[src/rtl/uart_pkg.sv]
// Shared UART constants: ASCII codes and the receive handshake state type.
package uart_pkg;

  localparam logic [7:0] CH_0  = 8'h30;
  localparam logic [7:0] CH_9  = 8'h39;
  localparam logic [7:0] CH_CR = 8'h0D;
  localparam logic [7:0] CH_LF = 8'h0A;

  typedef enum logic [1:0] {
    StIdle,
    StAck,
    StWaitLow
  } hs_state_e;

endpackage

[src/rtl/uart_dec_acc.sv]
// Decimal digit accumulator with digit-count limit and overflow detection.
module uart_dec_acc #(
  parameter int unsigned WIDTH      = 16,
  parameter int unsigned MAX_DIGITS = 5
) (
  input  logic             clk,
  input  logic             rst,
  input  logic             i_step,     // accept i_digit
  input  logic [3:0]       i_digit,
  input  logic             i_bad,      // non-digit, non-LF byte seen
  input  logic             i_clear,    // end of line
  output logic [WIDTH-1:0] o_acc,
  output logic             o_err,
  output logic             o_nonempty
);

  localparam int unsigned CntW = $clog2(MAX_DIGITS + 1);

  logic [WIDTH-1:0] r_acc;
  logic [CntW-1:0]  r_cnt;
  logic             r_err;

  logic [WIDTH+3:0] w_next;
  logic             w_ovf;
  logic             w_full;

  // Four spare bits hold acc*10+9 without wrapping, so the range check is exact.
  assign w_next = ({4'b0000, r_acc} * (WIDTH + 4)'(10)) + (WIDTH + 4)'(i_digit);
  assign w_ovf  = (w_next > {4'b0000, {WIDTH{1'b1}}});
  assign w_full = (r_cnt == CntW'(MAX_DIGITS));

  // Accumulate digits; a rejected digit leaves acc untouched and latches the error.
  always_ff @(posedge clk) begin
    if (rst || i_clear) begin
      r_acc <= '0;
      r_cnt <= '0;
      r_err <= 1'b0;
    end else if (i_bad) begin
      r_err <= 1'b1;
    end else if (i_step) begin
      if (w_full || w_ovf) begin
        r_err <= 1'b1;
      end else begin
        r_acc <= w_next[WIDTH-1:0];
        r_cnt <= r_cnt + CntW'(1);
      end
    end
  end

  assign o_acc      = r_acc;
  assign o_err      = r_err;
  assign o_nonempty = (r_cnt != '0);

endmodule

[src/rtl/uart_rx_decimal.sv]
// Pulls bytes from the UART receiver handshake and parses CR-terminated decimal lines.
module uart_rx_decimal
  import uart_pkg::*;
#(
  parameter int unsigned WIDTH      = 16,
  parameter int unsigned MAX_DIGITS = 5
) (
  input  logic             clk,
  input  logic             rst,
  input  logic [7:0]       in_word,
  input  logic             in_RXNE,
  input  logic             in_Rx_ORE,
  output logic             out_RXNE_clear,
  output logic [WIDTH-1:0] out_value,
  output logic             out_valid,
  output logic             out_err,
  output logic [7:0]       out_ore_cnt
);

  hs_state_e        r_state;
  hs_state_e        w_state_d;
  logic [7:0]       r_byte;
  logic [WIDTH-1:0] r_value;
  logic             r_valid;
  logic             r_err;
  logic             r_ore_prev;
  logic [7:0]       r_ore_cnt;

  logic             w_parse;
  logic             w_is_digit;
  logic [7:0]       w_sub;
  logic             w_step;
  logic             w_cr;
  logic             w_bad;
  logic [WIDTH-1:0] w_acc;
  logic             w_acc_err;
  logic             w_nonempty;

  // Parsing happens once per byte, at the end of the ACK cycle.
  assign w_parse    = (r_state == StAck);
  assign w_is_digit = (r_byte >= CH_0) && (r_byte <= CH_9);
  assign w_sub      = r_byte - CH_0;
  assign w_step     = w_parse && w_is_digit;
  assign w_cr       = w_parse && (r_byte == CH_CR);
  assign w_bad      = w_parse && !w_is_digit && (r_byte != CH_CR) && (r_byte != CH_LF);

  uart_dec_acc #(
    .WIDTH      (WIDTH),
    .MAX_DIGITS (MAX_DIGITS)
  ) u_acc (
    .clk        (clk),
    .rst        (rst),
    .i_step     (w_step),
    .i_digit    (w_sub[3:0]),
    .i_bad      (w_bad),
    .i_clear    (w_cr),
    .o_acc      (w_acc),
    .o_err      (w_acc_err),
    .o_nonempty (w_nonempty)
  );

  // Handshake state register and byte capture in IDLE.
  always_ff @(posedge clk) begin
    if (rst) begin
      r_state <= StIdle;
      r_byte  <= '0;
    end else begin
      r_state <= w_state_d;
      if (r_state == StIdle && in_RXNE) r_byte <= in_word;
    end
  end

  // Next-state and acknowledge pulse; WAIT_LOW ensures one byte per RXNE assertion.
  always_comb begin
    w_state_d      = r_state;
    out_RXNE_clear = 1'b0;
    unique case (r_state)
      StIdle:    if (in_RXNE) w_state_d = StAck;
      StAck: begin
        out_RXNE_clear = 1'b1;
        w_state_d      = StWaitLow;
      end
      StWaitLow: if (!in_RXNE) w_state_d = StIdle;
      default:   w_state_d = StIdle;
    endcase
  end

  // Line result: publish value or flag error when CR arrives.
  always_ff @(posedge clk) begin
    if (rst) begin
      r_value <= '0;
      r_valid <= 1'b0;
      r_err   <= 1'b0;
    end else begin
      r_valid <= 1'b0;
      r_err   <= 1'b0;
      if (w_cr) begin
        if (!w_acc_err && w_nonempty) begin
          r_value <= w_acc;
          r_valid <= 1'b1;
        end else begin
          r_err <= 1'b1;
        end
      end
    end
  end

  // Saturating count of overrun rising edges.
  always_ff @(posedge clk) begin
    if (rst) begin
      r_ore_prev <= 1'b0;
      r_ore_cnt  <= '0;
    end else begin
      r_ore_prev <= in_Rx_ORE;
      if (in_Rx_ORE && !r_ore_prev && r_ore_cnt != 8'hFF) r_ore_cnt <= r_ore_cnt + 8'd1;
    end
  end

  assign out_value   = r_value;
  assign out_valid   = r_valid;
  assign out_err     = r_err;
  assign out_ore_cnt = r_ore_cnt;

endmodule

[config.mk]
export PLATFORM = sky130hd
export DESIGN_NAME = uart_rx_decimal
export DESIGN_NICKNAME = d
export VERILOG_FILES = /design/src/rtl/uart_pkg.sv /design/src/rtl/uart_dec_acc.sv /design/src/rtl/uart_rx_decimal.sv
export SDC_FILE = /design/constraint.sdc
export NUM_CORES = 1
export LEC_CHECK = 0
export CAP_MARGIN = 40
export CORE_MARGIN = 5
export CORE_UTILIZATION = 35
export DETAILED_ROUTE_END_ITERATION = 16
export HOLD_SLACK_MARGIN = 0.06
export PLACE_DENSITY = 0.56
export REMOVE_ABC_BUFFERS = 1
export SLEW_MARGIN = 20
export SYNTH_ARGS = -nofsm -noshare
export SYNTH_HDL_FRONTEND = slang
export SYNTH_HIERARCHICAL = 1
export SYNTH_SLANG_ARGS = --single-unit
[constraint.sdc]
create_clock -name clk -period 5.8 [get_ports clk]
set_input_delay 1.45 -clock clk [delete_from_list [all_inputs] [get_ports clk]]
set_output_delay 1.45 -clock clk [all_outputs]
set_load 0.05 [all_outputs]
Word level (Yosys, flattened, before mapping) --
Index checks and enable logic that the tools add are counted. W data, S select, Z words.
Cells by class: add/sub/neg operators 4, $mul 1, $lt $le $gt $ge 3, eq/ne operators 9, mux-type cells 9, bitwise operators 3, reduce and logical (&&, ||, !) cells 24
Operators by type and width (number):
- $add A20 B4 Y20 | 1
- $gt A20 B16 Y1 const B | 1
- $mul A16 B3 Y19 const B | 1
- $ne A8 B4 Y1 const B | 2
- $logic_and A1 B1 Y1 | 10
- $add A8 B1 Y8 const B | 1
- $eq A8 B4 Y1 const B | 1
- $ge A8 B6 Y1 const B | 1
- $le A8 B6 Y1 const B | 1
- $ne A8 B8 Y1 const B | 1
- $mux W1 | 6
- $pmux W2 S3 | 1
- $reduce_and A2 Y1 | 3
- $mux W2 | 2
- $ne A2 B2 Y1 const B | 2
- $reduce_bool A2 Y1 | 2
- $sub A4 B1 Y4 const B | 1
- $add A3 B1 Y3 const B | 1
- $eq A3 B3 Y1 const B | 1
- $logic_not A1 Y1 | 3
- $not A1 Y1 | 3
- $reduce_and A3 Y1 | 1
- $reduce_bool A3 Y1 | 1
- $eq A2 B1 Y1 const B | 1
- other kinds (4) | 5
Storage, ports and cells: bits in registers 57, bits of input ports 12, output and inout bits 27

Longest topological paths before layout --
Gate-level depths: netlist of the first run.
depth in word-level cells 8, gate-level depth with buffers 12, gate-level depth less buffers 11

Cells and area by module --
The synthesis of the first run kept the hierarchy.
Modules (own cells, without submodules):
- uart_dec_acc | instances 1, cells each 254, area an instance 2197.1 µm²
- uart_rx_decimal | instances 1, cells each 172, area an instance 1709.1 µm²

Worst setup path before layout of the first run --
No wires, ideal clock.
path kind register -> register, start register u_acc.r_acc[1] (netlist: u_acc/o_acc[1]), end register u_acc.r_acc[10] (netlist: u_acc/o_acc[10]), setup time 0.120 ns, data arrival time 3.130 ns, setup slack 2.550 ns, stages on the path, launching flop included 12, buffers on the path 1, period minus slack after synthesis 3.250 ns, path through dfxtp_1 -> ha_1 -> ha_1 -> fa_1 -> a211oi_2 -> o31ai_2 -> o2111ai_1 -> mux2_2 -> a211o_1 -> a21bo_2 -> buf_6 -> mux2i_1
On the way: longest elaborated chain between the ends 6
RTL lines:
- start, declared | RTL line uart_dec_acc.sv:19 | logic [WIDTH-1:0] r_acc;
- start signal, assigned | RTL line uart_dec_acc.sv:44 | r_acc <= w_next[WIDTH-1:0];
- $mul A16 B3 Y19 (*) | RTL line uart_dec_acc.sv:28 | assign w_next = ({4'b0000, r_acc} * (WIDTH + 4)'(10)) + (WIDTH + 4)'(i_digit);
- $add A20 B4 Y20 (*) | RTL line uart_dec_acc.sv:28
- $gt A20 B16 Y1 | RTL line uart_dec_acc.sv:29 | assign w_ovf = (w_next > {4'b0000, {WIDTH{1'b1}}});
- $logic_or A1 B1 Y1 | RTL line uart_dec_acc.sv:41 | if (w_full || w_ovf) begin
- $not A1 Y1 (no line)
- $reduce_and A3 Y1 (no line)
Every way passes the cells marked *; elsewhere a longest branch is shown, timed or not. A chain may end at the register's enable or synchronous reset.

Final worst setup path of the first run --
start register u_acc.r_acc[1] (netlist: u_acc/o_acc[1]), end register u_acc.r_acc[11] (netlist: u_acc/o_acc[11])
The elaborated chain is that of the path after synthesis.

==> results.md, run 1 <==
- TritonCTS clock tree: yes
- Number of pins exceeding their max-slew limit in the final report: 0
- Critical Setup Path Class: register to register
- # H-tree levels: 3
- Starting density of the core: 0.359
- Avg Inst Size Synth: approximately 9.2 µm²
- Type of destination of the critical path: register
- RSZ-0062 raised after global routing: no
- Leading cell type by number of instances after synthesis: sky130_fd_sc_hd__dfxtp_1
- First-pass iteration count of the detailed router: 4
- Required arrival time at the worst endpoint: between 6 and 7 ns
- Vias in the first global route: about 3200
- GR met1 Demand/Resource: 0.180
- Pwr dens: 182 mW/mm²
- Kind of start point of the critical path: register
- Final hold violation count: 0
- Post-synth cell types: just under 70
- Synthesis warning total: 6
- Relative slew slack: 0.626
- Worst-Skew Late Latency: between 0.3 and 0.4 ns
- EDFF count, synth: 0
- Busiest metal layer after global routing: met2
- Worst Clk Skew: between 0.009 and 0.01 ns
- Total die area: 0.0134 mm²
- Maximum buffer depth of the clock tree: 2
- Detail Placement HPWL: around 6.3 mm
- Via count of the routed design: roughly 3100
- Std cell rows: 38
- Clock tree root driver cell: sky130_fd_sc_hd__clkbuf_8
- Number of filler instances in the final layout: about 1100
- Number of top-level pins: 39
- Met3 Track Usage GR: 0.0339
- Global routing usage on met2: 0.218
- Final worst path period need: between 3 and 4 ns
- Placeable core region: 0.0109 mm²
- Synth-to-Final Area Change: 17.5%
- GPL Wtd Cong: approximately 0.77
- CTS Buf Count: 9
- Pin count of the biggest net entering global routing: 60
- Share of async-settable or async-resettable flops after synthesis: 0
- Count of routing violations after the opening detailed-route iteration: roughly 120
- Overall global routing resource usage: 0.136
- Total number of clock tree sinks: 57
- Post-CTS setup buffers: 0
- Path type of the worst min-delay path: register to register
- Die height: between 100 and 150 µm
- Wirelength, routed: between 8 and 9 mm
- Largest cells by area after synthesis: sky130_fd_sc_hd__dfxtp_1 (29%), sky130_fd_sc_hd__mux2i_1 (11%), sky130_fd_sc_hd__ha_1 (11%), sky130_fd_sc_hd__nand2b_1 (6.2%), sky130_fd_sc_hd__nand2_1 (4.2%)
- Port bufs: 38
- Number of cells produced by synthesis: about 430
- Overall overflow remaining after global route: 0
- Top cells by count, synth: sky130_fd_sc_hd__dfxtp_1 (57), sky130_fd_sc_hd__mux2i_1 (44), sky130_fd_sc_hd__nand2_1 (44), sky130_fd_sc_hd__nand2b_1 (39), sky130_fd_sc_hd__ha_1 (35)
- Mapped cell area: 0.00391 mm²
- Post-detailed-route count of antenna-violating nets: 0
- Leading register cell type out of synthesis: sky130_fd_sc_hd__dfxtp_1
- Wire length of the first global-routing pass: about 15 mm
- Top cell type's share of synthesized area: 0.292
- Diodes inserted: 0
- Max Clk Rate: 0.275 GHz
- Max IR drop VDD: 0.104 mV
- Final Setup Violations: 0
- Status: finished, final reports clean
- Period utilisation layout: 0.627
- Fin Setup TNS: 0 ns
- Average via count per standard cell: between 5 and 6
- Drt drc: 0
- Initial antenna violation count: 0
- Largest area contributor in the netlist: sky130_fd_sc_hd__dfxtp_1
- Post-CTS Hold Fix Bufs: 0
- Cells resized by post-CTS repair: 0
- Max-Cap Viols: 0
- Worst slew pin tran: around 0.56 ns
- Fraction of final layout cells sized beyond drive strength 1: 0.0901
- #FFs+latches synth: 57
- Largest driver fanout on the critical path: 11
- Util after Layout: 0.422
- Sequential-to-total area share from yosys stat: 0.292
- Clock transition at the registers of the reported paths: roughly 0.07 ns
- Crit path arrival time: slightly below 4 ns
- Width of the die: 116 µm
- Post-layout nets: between 500 and 600
- Leakage: 1.93 nW
- WL per Instance: approximately 14 µm
[power breakdown]
| part | switching, mW | internal, mW | total, mW |
|---|---|---|---|
| combinational | 0.0283 | 0.0277 | 0.0559 |
| sequential | 0.00791 | 0.398 | 0.406 |
| clock | 0.165 | 0.209 | 0.374 |
| total | 0.201 | 0.635 | 0.836 |
[worst max-delay path: stages, from the launching register on]
cell and delay (ns):
sky130_fd_sc_hd__dfxtp_1 0.44, sky130_fd_sc_hd__ha_1 0.28, sky130_fd_sc_hd__ha_1 0.26, sky130_fd_sc_hd__fa_1 0.56, sky130_fd_sc_hd__o211a_1 0.15, sky130_fd_sc_hd__o21ai_0 0.14, sky130_fd_sc_hd__nor4b_2 0.33, sky130_fd_sc_hd__nand3_1 0.23
sky130_fd_sc_hd__nor3_2 0.28, sky130_fd_sc_hd__a211o_1 0.27, sky130_fd_sc_hd__a21bo_2 0.40, sky130_fd_sc_hd__mux2i_1 0.24
[metrics by stage]
step	hold WS [ns]	worst slack [ns]	total power, mW	instance area [µm²]	std cells
global route	0.500	1.81	0.880	4590	606
floorplan	0.451	2.57	0.447	3800	408
global placement	0.459	2.29	0.471	4380	589
CTS	0.477	2.14	0.850	4590	606
finish	0.470	2.16	0.836	4590	606
detailed placement	0.461	2.16	0.471	4390	590
[final timing paths]
path	startpoint	slack (ns)	cells after the start	end
hold reg to reg	out_value[2]$_SDFFE_PP0P_	0.47	2	out_value[2]$_SDFFE_PP0P_
setup reg to reg	u_acc/o_acc[1]$_SDFFE_PP0P_	2.16	11	u_acc/o_acc[11]$_SDFFE_PP0P_
hold / removal	out_value[2]$_SDFFE_PP0P_	0.47	2	out_value[2]$_SDFFE_PP0P_
setup / recovery	u_acc/o_acc[1]$_SDFFE_PP0P_	2.16	11	u_acc/o_acc[11]$_SDFFE_PP0P_
[cell type report]
cell class	count	area, µm²	area share
Multi-Input combinational cell	342	2630	0.572
Clock inverter	5	55.1	0.0120
Timing Repair Buffer	42	418	0.0910
Sequential cell	57	1140	0.249
Inverter	9	33.8	0.00736
Tap cell	140	175	0.0382
Clock buffer	11	141	0.0308
[sequential cells by signal, indices dropped and copies added, names as in the netlist]
signal / cells
u_acc/o_err: 1
r_byte: 8
out_ore_cnt: 8
u_acc/r_cnt: 3
r_state: 2
out_err: 1
out_valid: 1
r_ore_prev: 1
u_acc/o_acc: 16
out_value: 16
[cell families (layout without fill, tap and decap cells)]
family,count (synthesis),in the layout,share of synthesized area
DFF,57,57,0.292
buffers and inverters,27,67,0.0362
AOI/OAI and AO/OA,77,77,0.149
adders and majority gates,37,37,0.122
and+or+nand+nor,165,165,0.244
muxes,46,46,0.119
xor gates and xnor gates,17,17,0.0381
[cell usage in the layout, fill, tap and decap left out, drive strengths merged, types with 7 or more instances in the layout]
cell / Yosys / final
ha: 35 / 35
nand4: 7 / 7
nor2b: 7 / 7
nand2b: 39 / 39
mux2i: 44 / 44
xnor2: 7 / 7
clkbuf: 8 / 11
a211oi: 7 / 7
a21oi: 20 / 20
o21ai: 11 / 11
and3: 8 / 8
clkdlybuf4s50: 0 / 38
xor2: 10 / 10
dfxtp: 57 / 57
inv: 9 / 9
nor2: 22 / 22
nand2: 44 / 44
[layer usage]
metal,vias up,part of all wire
li1,1607,-
met1,1434,0.50
met2,55,0.45
met3,11,0.041
met4,0,0.012
met5,-,0
Note: power is estimated with default switching activity, not from simulation.
==> inputs of run 2 (changes only) <==
--- a/config.mk
+++ b/config.mk
@@ -10,7 +10,7 @@
 export CORE_UTILIZATION = 35
 export DETAILED_ROUTE_END_ITERATION = 16
 export HOLD_SLACK_MARGIN = 0.06
-export PLACE_DENSITY = 0.56
+export PLACE_DENSITY = 0.58
 export REMOVE_ABC_BUFFERS = 1
 export SLEW_MARGIN = 20
 export SYNTH_ARGS = -nofsm -noshare
==> constraint.sdc (replaced) <==
create_clock -name clk -period 3.1 [get_ports clk]
set_input_delay 0.775 -clock clk [delete_from_list [all_inputs] [get_ports clk]]
set_output_delay 0.775 -clock clk [all_outputs]
set_load 0.05 [all_outputs]
==> run 2 against run 1 <==
Compared with the run above: the flow now finishes with violations (setup timing); sequential cell count unchanged; wire length is 16% higher; first-iteration DRC count increased by 51%; worst hold slack better by 0.0019 ns; critical path depth rose by 1; register-to-register slack got worse by 2.2 ns; global-route usage grew 1.4 points; sequential power is 87% higher; fmax is 16% higher; worst setup slack got worse by 2.2 ns; non-clock buffer count is 69 higher; critical path type unchanged; critical endpoint is now u_acc/o_acc[1]$_SDFFE_PP0P_.
==> results.md, run 2 (synthesis results as in run 1) <==
- Fin Setup TNS: -0.0518 ns
- # H-tree levels: 3
- Count of routing violations after the opening detailed-route iteration: roughly 190
- Total die area: ~0.013 mm²
- Worst-Skew Late Latency: around 0.34 ns
- Required arrival time at the worst endpoint: 3.36 ns
- Detail Placement HPWL: between 7 and 8 mm
- Fraction of final layout cells sized beyond drive strength 1: 0.287
- Vias in the first global route: around 3600
- Worst Clk Skew: about 0.015 ns
- Synth-to-Final Area Change: 40.4%
- Final Setup Violations: 2
- Wire length of the first global-routing pass: between 15 and 20 mm
- Pin count of the biggest net entering global routing: between 50 and 60
- Max IR drop VDD: between 0.2 and 0.3 mV
- Status: finished with violations
- Area taken by flip-flops and latches: 0.00116 mm²
- Worst slew pin tran: roughly 0.59 ns
- Type of destination of the critical path: register
- Leakage: 2.31 nW
- Std cell rows: 38
- Overall global routing resource usage: 0.150
- RSZ-0062 raised after global routing: yes
- Diodes inserted: 0
- Number of filler instances in the final layout: between 1000 and 1500
- Final cell count without fillers: ~680
- GPL Wtd Cong: between 0.8 and 0.9
- Leading cell type in the layout, fill and taps excluded: sky130_fd_sc_hd__buf_4
- Drt drc: 0
- Pwr dens: roughly 290 mW/mm²
- Placeable core region: roughly 0.011 mm²
- Clock transition at the registers of the reported paths: around 0.070 ns
- Final hold slack: approximately 0.47 ns
- Starting density of the core: 0.359
- Clock tree root driver cell: sky130_fd_sc_hd__clkbuf_8
- Number of top-level pins: 39
- Final worst setup slack: -0.0448 ns
- Post-detailed-route count of antenna-violating nets: 0
- Die height: between 100 and 150 µm
- Period utilisation layout: 1.01
- WL per Instance: ~14 µm
- Post-CTS Hold Fix Bufs: 0
- Kind of start point of the critical path: register
- Max Clk Rate: 0.318 GHz
- Placed cell count: 646
- CTS Buf Count: 9
- Path type of the worst min-delay path: register to register
- Final hold violation count: 0
- Post-layout nets: 580
- Maximum buffer depth of the clock tree: 2
- Total number of clock tree sinks: 57
- Top library cells by usage in the layout, fill and taps aside: sky130_fd_sc_hd__buf_4 (70), sky130_fd_sc_hd__dfxtp_1 (47), sky130_fd_sc_hd__nand2_1 (44)
- Via count of the routed design: 3498
- Design Power: 1.61 mW
- Largest driver fanout on the critical path: 7
- Multi-input logic area: 0.00296 mm²
- Port bufs: 38
- Max-Cap Viols: 0
- Wirelength, routed: 9.75 mm
- Initial antenna violation count: 0
- Util after Layout: 0.504
- First-pass iteration count of the detailed router: 4
- Relative slew slack: 0.608
- Width of the die: approximately 120 µm
- Average via count per standard cell: around 5.2
- Worst R2R Setup Slack: -0.04 ns
- Number of pins exceeding their max-slew limit in the final report: 0
- TritonCTS clock tree: yes
- Critical Setup Path Class: register to register
- Crit path arrival time: approximately 3.4 ns
- Final worst path period need: between 3 and 4 ns
- Overall overflow remaining after global route: 0
- Violated checks: setup timing
## run 2: through the flow
stage | cell area [µm²] | worst slack [ns]
after floorplan | 3800 | -0.134
after global placement | 4820 | -0.141
after detailed placement | 4820 | -0.234
after CTS | 5300 | -0.0131
after global routing | 5480 | -0.131
final | 5480 | -0.0448
## run 2: path summary, 6_finish.rpt
kind,from,to,cells past startpoint
worst min-delay path,out_value[14]$_SDFFE_PP0P_,out_value[14]$_SDFFE_PP0P_,2
worst max register to register,u_acc/o_acc[1]$_SDFFE_PP0P_,u_acc/o_acc[1]$_SDFFE_PP0P_,12
worst min register to register,out_value[14]$_SDFFE_PP0P_,out_value[14]$_SDFFE_PP0P_,2
worst max-delay path,u_acc/o_acc[1]$_SDFFE_PP0P_,u_acc/o_acc[1]$_SDFFE_PP0P_,12
## run 2: where the power goes
group | leakage [nW] | internal [mW] | total (mW) | switching (mW)
Sequential | 0.467 | 0.744 | 0.759 | 0.0151
Combinational | 1.74 | 0.0528 | 0.106 | 0.0536
Clock | 0.105 | 0.436 | 0.746 | 0.311
Total | 2.31 | 1.23 | 1.61 | 0.379
## run 2: worst max-delay path, stage by stage, from the launching register on
cell,delay [ns]
sky130_fd_sc_hd__dfxtp_2,0.34
sky130_fd_sc_hd__ha_4,0.24
sky130_fd_sc_hd__ha_4,0.16
sky130_fd_sc_hd__fa_2,0.38
sky130_fd_sc_hd__a211oi_4,0.32
sky130_fd_sc_hd__o31ai_4,0.14
sky130_fd_sc_hd__a31o_4,0.26
sky130_fd_sc_hd__xor2_2,0.15
sky130_fd_sc_hd__and3_4,0.17
sky130_fd_sc_hd__a211o_4,0.36
sky130_fd_sc_hd__a21boi_4,0.18
sky130_fd_sc_hd__buf_12,0.14
sky130_fd_sc_hd__mux2i_2,0.21
## run 2: final cells by class
cell class | instances | area share
Multi-Input combinational cell | 343 | 0.539
Sequential cell | 57 | 0.211
Timing Repair Buffer | 111 | 0.173
Tap cell | 140 | 0.0319
Clock buffer | 12 | 0.0301
Clock inverter | 4 | 0.00913
Inverter | 9 | 0.00616
## run 2: per-layer routing
metal | vias to the layer above | wire (µm) | GRT usage
met2 | 65 | 4630 | 0.256
met5 | - | 0 | 0
met4 | 0 | 154 | 0.0394
met3 | 19 | 433 | 0.0324
met1 | 1666 | 4540 | 0.194
li1 | 1748 | - | -
## run 2: repair_timing
action,CTS,global route
pin swaps,15,12
gates resized for setup,34,27
endpoints found under the setup margin,20,20
cloned,1,0
setup buffers,10,4
